===== src/rtl/rc4_stream_encrypt_if.sv =====
// Plaintext-in / ciphertext-out byte streams of the RC4 encryptor.
// master = upstream feeder / downstream sink, slave = the encryptor.
interface rc4_stream_encrypt_if;
  logic [7:0] pt_data;
  logic       pt_valid;
  logic       pt_ready;
  logic [7:0] ct_data;
  logic       ct_valid;
  logic       ct_ready;

  modport master (
    output pt_data, pt_valid, ct_ready,
    input  pt_ready, ct_data, ct_valid
  );

  modport slave (
    input  pt_data, pt_valid, ct_ready,
    output pt_ready, ct_data, ct_valid
  );
endinterface


===== src/rtl/rc4_stream_encrypt.sv =====
// Streaming RC4 encryptor: S-box fill + KSA on start, then one ciphertext
// byte per accepted plaintext byte. S lives in a 256x8 single-port RAM with
// a two-cycle read (registered address, registered q), so every read in the
// FSM is followed by one wait state before the data is consumed.
module rc4_stream_encrypt #(
  parameter int KEY_LENGTH  = 3,
  parameter int COUNT_WIDTH = 16
) (
  input  logic                   CLOCK_50,
  input  logic                   reset_n,
  input  logic                   start,
  input  logic [23:0]            secret_key,
  rc4_stream_encrypt_if.slave    bus,
  output logic                   init_done,
  output logic [COUNT_WIDTH-1:0] byte_count
);

  localparam int KIDX_W = (KEY_LENGTH > 1) ? $clog2(KEY_LENGTH) : 1;

  typedef enum logic [4:0] {
    IDLE,
    FILL,
    K_RI,    // KSA: issue read S[i]
    K_RI1,
    K_RI2,   // S[i] on q: update j, issue read S[j]
    K_RJ1,
    K_RJ2,   // S[j] on q: write S[i] = old S[j]
    K_WJ,    // write S[j] = old S[i], advance i
    WAIT_PT,
    P_RI,    // PRGA: i+1, issue read S[i]
    P_RI1,
    P_RI2,   // S[i] on q: update j, issue read S[j]
    P_RJ1,
    P_RJ2,   // S[j] on q: write S[i] = old S[j]
    P_WJ,    // write S[j] = old S[i]
    P_RK,    // issue read S[S[i]+S[j]]
    P_RK1,
    P_RK2,   // keystream byte on q
    OUT
  } state_t;

  // One S-memory access per cycle: a write when we=1, otherwise a read.
  typedef struct packed {
    logic       we;
    logic [7:0] addr;
    logic [7:0] wdata;
  } s_req_t;

  state_t state, state_nxt;

  logic [23:0]       key_r;
  logic [7:0]        key_bytes [KEY_LENGTH];
  logic [KIDX_W-1:0] kidx;
  logic [7:0]        i, j, si, sj;
  logic [7:0]        pt_r, ct_r;
  logic              pt_ready_r, ct_valid_r;

  s_req_t            mem_req;
  logic [7:0]        s_mem [256];
  logic [7:0]        addr_r;
  logic [7:0]        q;

  logic [7:0]        j_ksa, j_prga;
  logic              rekey;

  // Key byte n is taken MSB-first from the latched key.
  always_comb begin
    for (int n = 0; n < KEY_LENGTH; n++) key_bytes[n] = key_r[23-8*n -: 8];
  end

  assign j_ksa  = j + q + key_bytes[kidx];
  assign j_prga = j + q;

  // start is honoured only when idle or waiting for plaintext.
  assign rekey = start && ((state == IDLE) || (state == WAIT_PT));

  assign bus.pt_ready = pt_ready_r;
  assign bus.ct_valid = ct_valid_r;
  assign bus.ct_data  = ct_r;

  // S memory: write at the presented address, read through a registered
  // address and registered output (two-cycle read latency, no bypass).
  always_ff @(posedge CLOCK_50) begin
    if (mem_req.we) s_mem[mem_req.addr] <= mem_req.wdata;
    addr_r <= mem_req.addr;
    q      <= s_mem[addr_r];
  end

  // State register plus the registered stream handshake flags.
  always_ff @(posedge CLOCK_50) begin
    if (!reset_n) begin
      state      <= IDLE;
      pt_ready_r <= 1'b0;
      ct_valid_r <= 1'b0;
    end else begin
      state      <= state_nxt;
      pt_ready_r <= (state_nxt == WAIT_PT);
      ct_valid_r <= (state_nxt == OUT);
    end
  end

  // Next-state logic.
  always_comb begin
    state_nxt = state;
    case (state)
      IDLE:    if (start) state_nxt = FILL;
      FILL:    if (i == 8'hFF) state_nxt = K_RI;
      K_RI:    state_nxt = K_RI1;
      K_RI1:   state_nxt = K_RI2;
      K_RI2:   state_nxt = K_RJ1;
      K_RJ1:   state_nxt = K_RJ2;
      K_RJ2:   state_nxt = K_WJ;
      K_WJ:    state_nxt = (i == 8'hFF) ? WAIT_PT : K_RI;
      WAIT_PT: begin
        if (start)                        state_nxt = FILL;
        else if (bus.pt_valid && pt_ready_r) state_nxt = P_RI;
      end
      P_RI:    state_nxt = P_RI1;
      P_RI1:   state_nxt = P_RI2;
      P_RI2:   state_nxt = P_RJ1;
      P_RJ1:   state_nxt = P_RJ2;
      P_RJ2:   state_nxt = P_WJ;
      P_WJ:    state_nxt = P_RK;
      P_RK:    state_nxt = P_RK1;
      P_RK1:   state_nxt = P_RK2;
      P_RK2:   state_nxt = OUT;
      OUT:     if (bus.ct_ready && ct_valid_r) state_nxt = WAIT_PT;
      default: state_nxt = IDLE;
    endcase
  end

  // Memory request decode: which S location is read or written this cycle.
  always_comb begin
    mem_req = '0;
    case (state)
      FILL:  begin mem_req.we = 1'b1; mem_req.addr = i; mem_req.wdata = i; end
      K_RI:  mem_req.addr = i;
      K_RI2: mem_req.addr = j_ksa;
      K_RJ2: begin mem_req.we = 1'b1; mem_req.addr = i; mem_req.wdata = q;  end
      K_WJ:  begin mem_req.we = 1'b1; mem_req.addr = j; mem_req.wdata = si; end
      P_RI:  mem_req.addr = i + 8'd1;
      P_RI2: mem_req.addr = j_prga;
      P_RJ2: begin mem_req.we = 1'b1; mem_req.addr = i; mem_req.wdata = q;  end
      P_WJ:  begin mem_req.we = 1'b1; mem_req.addr = j; mem_req.wdata = si; end
      // Post-swap S[i]+S[j] equals pre-swap sj+si, so no re-read is needed.
      P_RK:  mem_req.addr = si + sj;
      default: mem_req = '0;
    endcase
  end

  // Datapath: indices, swap operands, key/plaintext latches, outputs.
  always_ff @(posedge CLOCK_50) begin
    if (!reset_n) begin
      key_r      <= '0;
      kidx       <= '0;
      i          <= '0;
      j          <= '0;
      si         <= '0;
      sj         <= '0;
      pt_r       <= '0;
      ct_r       <= '0;
      init_done  <= 1'b0;
      byte_count <= '0;
    end else if (rekey) begin
      key_r      <= secret_key;
      kidx       <= '0;
      i          <= '0;
      j          <= '0;
      init_done  <= 1'b0;
      byte_count <= '0;
    end else begin
      case (state)
        FILL: begin
          i    <= i + 8'd1;
          j    <= '0;
          kidx <= '0;
        end
        K_RI2: begin
          si <= q;
          j  <= j_ksa;
        end
        K_WJ: begin
          i    <= i + 8'd1;
          kidx <= (kidx == KIDX_W'(KEY_LENGTH-1)) ? '0 : kidx + 1'b1;
          if (i == 8'hFF) begin
            j         <= '0;
            init_done <= 1'b1;
          end
        end
        WAIT_PT: if (bus.pt_valid && pt_ready_r) pt_r <= bus.pt_data;
        P_RI:  i  <= i + 8'd1;
        P_RI2: begin
          si <= q;
          j  <= j_prga;
        end
        P_RJ2: sj   <= q;
        P_RK2: ct_r <= pt_r ^ q;
        OUT:   if (bus.ct_ready && ct_valid_r) byte_count <= byte_count + 1'b1;
        default: ;
      endcase
    end
  end

endmodule


===== src/flat_wrapper.sv =====
// flat-port wrapper written by rule: the top's interface ports become plain ports
module rc4_stream_encrypt_flat 
#(
  parameter int KEY_LENGTH  = 3,
  parameter int COUNT_WIDTH = 16
)
  (CLOCK_50, reset_n, start, secret_key, init_done, byte_count, bus_pt_data, bus_pt_valid, bus_ct_ready, bus_pt_ready, bus_ct_data, bus_ct_valid);
  rc4_stream_encrypt_if bus_i ();
  input  logic CLOCK_50;
  input  logic reset_n;
  input  logic start;
  input  logic [23:0] secret_key;
  output logic init_done;
  output logic [COUNT_WIDTH-1:0] byte_count;
  input wire logic [$bits(bus_i.pt_data)-1:0] bus_pt_data;
  input wire logic [$bits(bus_i.pt_valid)-1:0] bus_pt_valid;
  input wire logic [$bits(bus_i.ct_ready)-1:0] bus_ct_ready;
  output wire logic [$bits(bus_i.pt_ready)-1:0] bus_pt_ready;
  output wire logic [$bits(bus_i.ct_data)-1:0] bus_ct_data;
  output wire logic [$bits(bus_i.ct_valid)-1:0] bus_ct_valid;
  assign bus_i.pt_data = bus_pt_data;
  assign bus_i.pt_valid = bus_pt_valid;
  assign bus_i.ct_ready = bus_ct_ready;
  assign bus_pt_ready = bus_i.pt_ready;
  assign bus_ct_data = bus_i.ct_data;
  assign bus_ct_valid = bus_i.ct_valid;
  rc4_stream_encrypt #(.KEY_LENGTH(KEY_LENGTH), .COUNT_WIDTH(COUNT_WIDTH)) u_core (.CLOCK_50(CLOCK_50), .reset_n(reset_n), .start(start), .secret_key(secret_key), .bus(bus_i), .init_done(init_done), .byte_count(byte_count));
endmodule

===== config.mk =====
export PLATFORM = sky130hd
export DESIGN_NAME = rc4_stream_encrypt_flat
export DESIGN_NICKNAME = d
export VERILOG_FILES = /design/src/rtl/rc4_stream_encrypt_if.sv /design/src/rtl/rc4_stream_encrypt.sv /design/src/flat_wrapper.sv
export SDC_FILE = /design/constraint.sdc
export NUM_CORES = 2
export LEC_CHECK = 0
export CORE_ASPECT_RATIO = 0.6
export CORE_MARGIN = 10
export CORE_UTILIZATION = 35
export DETAILED_ROUTE_END_ITERATION = 10
export DONT_BUFFER_PORTS = 1
export GPL_TIMING_DRIVEN = 0
export PLACE_DENSITY = 0.47
export SYNTH_ARGS = -nofsm -noshare
export SYNTH_HDL_FRONTEND = slang
export SYNTH_SLANG_ARGS = --single-unit

===== constraint.sdc =====
create_clock -name CLOCK_50 -period 6.9 [get_ports CLOCK_50]
set_clock_uncertainty 0.2 [all_clocks]
set_input_delay 1.38 -clock CLOCK_50 [delete_from_list [all_inputs] [get_ports CLOCK_50]]
set_output_delay 1.38 -clock CLOCK_50 [all_outputs]
set_load 0.005 [all_outputs]

After elaboration in Yosys (flattened, before gate mapping)
Memories as Yosys holds them, arrays and structs flattened. A register that Yosys moved wholly into a read port is not among the register bits.
Index checks and enable logic that the tools add are counted.

word-level totals
  register bits after elaboration = 106
  memory bits (writable) = 2,048
  input bits = 37
  output and inout bits = 27
  word-level logic and storage cells = 89
  memories kept = 1

operators by class
  add/subtract/negate cells = 6
  magnitude comparators = 1
  equality and inequality tests = 23
  multiplexer cells = 19
  bitwise gates (word level) = 4
  reductions and logical operators = 21

memory list
  memory        words  width  rd ports  clocked after Yosys merged registers in  wr ports  line                      text
  u_core.s_mem  256    8      1         1                                        1         rc4_stream_encrypt.sv:59  logic [7:0] s_mem [256];

operator list
  operator                                        number
  one-hot mux 5 bit (19 select lines)             1
  one-hot mux 8 bit (6 select lines)              1
  == test 5 x 4 -> 1 bit (second input constant)  9
  one-hot mux 8 bit (4 select lines)              1
  2-to-1 mux 5 bit                                5
  adder 8 bit                                     3
  2-to-1 mux 8 bit                                3
  one-hot mux 8 bit (3 select lines)              1
  == test 5 x 3 -> 1 bit (second input constant)  4
  == test 5 bit (second input constant)           4
  adder 16 x 1 -> 16 bit (second input constant)  1
  binary-select mux 8 bit (select 2 bit)          1
  AND reduction 2 bit                             6
  == test 5 x 2 -> 1 bit (second input constant)  2
  adder 8 x 1 -> 8 bit (second input constant)    1
  == test 8 bit (second input constant)           1
  OR reduction 2 bit                              4
  XOR 8 bit                                       1
  == test 5 x 1 -> 1 bit (second input constant)  1
  logical NOT 5 bit                               1
  OR reduction 5 bit                              1
  2-to-1 mux 4 bit                                1
  one-hot mux 2 bit (2 select lines)              1
  nonzero test 4 bit                              1
  other kinds (14)                                19

Depth between registers and ports, before layout
  word-level depth = 6
  depth in mapped cells = 16
  mapped depth without buffers = 14

Worst setup path after synthesis
No wires, ideal clock.

  path kind = flip-flop to flip-flop
  from = register u_core.state[0]
  to = memory u_core.s_mem[0][7], data pin
  library setup time = 0.770 ns
  arrival = 4.240 ns
  data required time = 5.930 ns
  slack = 1.690 ns
  stages on the path, launching flop included = 8
  buffers on the path = 2
  period minus slack after synthesis = 5.210 ns
  cell sequence = dfxtp_1 buf_2 buf_2 and2b_1 a21oi_1 nor3b_2 a222oi_1 inv_1

RTL lines
  item                    line                      text
  from (decl)             rc4_stream_encrypt.sv:49  state_t state, state_nxt;
  from (signal assigned)  rc4_stream_encrypt.sv:96  state <= state_nxt;
  to (decl)               rc4_stream_encrypt.sv:59

Worst setup path after layout
  from = register u_core.q[1], read port of u_core.s_mem
  to = memory u_core.s_mem[161][2], enable pin

between the ends
  word-level cells in the longest chain between the ends = 3

RTL lines
  item                                    line                                                text
  from (decl)                             rc4_stream_encrypt.sv:61                            logic [7:0] q;
  adder 8 bit (*)                         rc4_stream_encrypt.sv:71, rc4_stream_encrypt.sv:72
  adder 8 bit                             rc4_stream_encrypt.sv:71                            assign j_ksa = j + q + key_bytes[kidx];
  one-hot mux 8 bit (6 select lines) (*)  rc4_stream_encrypt.sv:135                           case (state)

Mark *: on every way between the ends. The rest lies on a longest branch, timed or not.

==> metrics <==
status=finished with violations; violated checks=max-capacitance violations, max-slew violations; final antenna-violating net count=0; DR WL/cell=approximately 40 um; net switching fraction of the power=21.5%; top routing layer in use=met5; P_int=20.3 mW; TritonCTS Sinks=2162; number of synthesized flops with an enable pin=2048; clk slew on worst S/H paths=approximately 60 ps; Setup crit start kind=flip-flop; Yosys reg bits=approximately 2200; Die Y=403 um; clock root buffer master=clkbuf_16; fin crit period=a little under 7000 ps; Power Density=between 200 and 300 nW/um^2; sequential share of power=between 50% and 60%; vias per cell=around 6.1; Max IR drop VDD=0.000180 V; synth warn=0; initial core utilization=35.2%; worst relative slew slack=-3.44%; number of global-route vias before repair=~46000; final instance area=99700 um^2; CP Capture Type=flip-flop; net count after synthesis=between 4000 and 5000; largest net degree at the start of global routing=168; Gate Count Post-Synth=~4300; HP Class=reg2reg; Cells after DPL=~7800; CTS H-tree depth=4; Row Count=140; Nets=4805; WL met2=123000 um; cts bufs inserted=between 200 and 250; DRC viols=0; die area=between 200000 and 300000 um^2; Clock Power Share=between 40% and 50%; met3 wire len=47500 um; Crit path arrival time=approximately 7100 ps; Tot GR Track Use=24.1%; critical path fanouts, max=10; Slew @ Worst Pin=roughly 1600 ps; sequential area share after synthesis=74.7%; TritonCTS clock tree=built; Cell variety after synth=87; initial antenna violation count=17; Syn Std Cell Area=between 80000 and 90000 um^2; FFs w/ async S/R, synth=0%; crit share post-route=roughly 99%; P&R area growth vs syn=16.7%; fmax=146 MHz; first-pass GRT wire length=between 400000 and 500000 um; Max clock buf depth=4; final-report hold violation count=0; GR Overflow Total=0; Slew Viols, Final=11; most common cell after layout, fill and taps aside=edfxtp_1; Met1 Routed Length=roughly 150000 um; Clk Latency, worst-skew pair=roughly 900 ps; DR vias=roughly 50000; combinational share of power=about 2.5%; core area=approximately 240000 um^2; Leakage=roughly 28 nW; Port Buffers=0; Top FF cell, synth=edfxtp_1; post-detailed-routing wire length=between 300000 and 400000 um; # setup viols final=0; RSZ-0062 raised after global routing=yes; DR pass1 iterations=6; Chip Width=about 660 um; # hold bufs at CTS=0; commonest cells after routing, fill and taps aside=edfxtp_1, mux4_2, nor3_2, clkbuf_16, clkbuf_1; non-filler cells, final=8174; maxcap violations=1; Pwr Total=about 26 mW; syn_area_per_cell=between 15 and 20 um^2; switching power total=between 5 and 6 mW; critical setup path kind=reg2reg; layout cells sized above 1=28.5%; DRT iter0 DRCs=approximately 8500; Filler cells=about 22000; RePlAce Congestion=approximately 0.98; HPWL after DPL=~230000 um; area of placed instances=~93000 um^2; IO Pins=64; Worst EP required=~7000 ps
routing by layer:
metal  up-vias  GRT usage [%]
met5         -              0
met4        14           5.69
met3       495           10.1
met2      3267           29.9
met1     27300           38.1
li1      19000              -
worst paths after layout:
check	startpoint	endpoint	slack (ps)	cells past startpoint
worst max-delay path	u_core.q[1]$_DFF_P_	u_core.s_mem[161][2]$_DFFE_PP_	40	15
worst min-delay path	u_core.key_bytes[11]$_SDFFE_PN0P_	u_core.key_bytes[11]$_SDFFE_PN0P_	260	2
worst max register to register	u_core.q[1]$_DFF_P_	u_core.s_mem[161][2]$_DFFE_PP_	40	15
worst min register to register	u_core.key_bytes[11]$_SDFFE_PN0P_	u_core.key_bytes[11]$_SDFFE_PN0P_	260	2
per-stage QoR:
step | setup slack [ps] | utilization, % | hold WS [ps] | setup TNS, ps
2_1_floorplan | 1690 | - | 243 | 0
3_3_place_gp | -3280 | 36.9 | 253 | -5872000
3_5_place_dp | -123 | 38.4 | 258 | -2350
4_1_cts | 22.6 | 40.9 | 267 | 0
5_1_grt | -147 | 41.0 | 291 | -2640
6_report | 42.4 | 41.1 | 264 | 0
logic make-up after synthesis:
group / count (synthesis) / synth area share, %
DFF: 2162 / 74.7
and+or+nand+nor: 702 / 4.20
muxes: 587 / 14.2
AOI/OAI and AO/OA: 488 / 4.34
buffers and inverters: 320 / 1.69
xor gates and xnor gates: 45 / 0.462
adders and majority gates: 26 / 0.407
critical path, stage by stage (launching register included):
cell and delay [ps]:
dfxtp_1 690, ha_1 330, a211oi_1 480, nor2_1 120
xor2_1 380, ha_1 360, o21a_1 180, o31a_1 110
o21a_1 180, or3_1 310, a32o_1 310, nor2_1 570
inv_1 190, clkbuf_1 490, buf_1 620, nor3_2 930
registers in the layout, summed over array words and instances, names as in the netlist:
signal	count
u_core.addr_r	8
u_core.bus.ct_data	8
u_core.bus.pt_ready	1
u_core.i	8
u_core.byte_count	16
u_core.s_mem	2048
u_core.si	8
u_core.key_bytes	24
u_core.j	8
u_core.bus.ct_valid	1
u_core.kidx	2
u_core.q	8
u_core.state	5
u_core.pt_r	8
u_core.sj	8
u_core.init_done	1
synthesized netlist by cell type (5+ instances only):
cell      instances  area, um^2
a211oi_1         15         113
a21boi_0         34         255
a21o_1            5        37.5
a21oi_1          54         270
a221oi_1         60         526
a222oi_1         10         100
a22o_1           59         517
a22oi_1          89         668
a32oi_1           5        43.8
and2_1            9        56.3
and3_1           10        62.6
and4_1            6        52.6
buf_1            28         105
buf_2            61         305
buf_4            41         308
clkbuf_1        163         612
dfxtp_1         114        2280
edfxtp_1       2048       61500
ha_1             23         288
inv_1            22        82.6
mux2_2            6        67.6
mux2i_1          80         801
mux4_2          501       11300
nand2_1         132         495
nand2b_1          7        43.8
nand3_1          61         305
nand4_1          21         131
nand4b_1         16         140
nor2_1           74         278
nor2b_1          31         194
nor3_1          289        1450
nor3b_1           6        45.0
nor4_1            7        43.8
o211a_1           8        80.1
o211ai_1         24         180
o21ai_0          32         160
o22ai_1          35         219
or3_1             7        43.8
xnor2_1          21         184
xor2_1           24         210
power by group through the flow:
stage | clock [mW] | combinational (mW) | sequential, mW
6_report | 11.0 | 0.635 | 14.2
3_5_place_dp | 0 | 0.623 | 14.5
2_1_floorplan | 0 | 0.346 | 14.5
3_3_place_gp | 0 | 0.614 | 14.5
5_1_grt | 11.6 | 0.661 | 14.2
4_1_cts | 11.1 | 0.625 | 14.2
layout make-up:
class                           count  area (um^2)  area share, %
Antenna cell                        6         15.0         0.0151
Buffer                            295         1380           1.38
Clock buffer                      254         5270           5.29
Clock inverter                    109          897          0.900
Inverter                           25          154          0.154
Multi-Input combinational cell   1848        21500           21.6
Sequential cell                  2162        63800           64.0
Tap cell                         3266         4090           4.10
Timing Repair Buffer              209         2550           2.56
timing repair:
item,in CTS,in global routing
setup endpoints to repair,48,244
setup buffers,0,8
pin swaps,0,2
gates resized for setup,6,20
(Power assumes the default switching activity.)
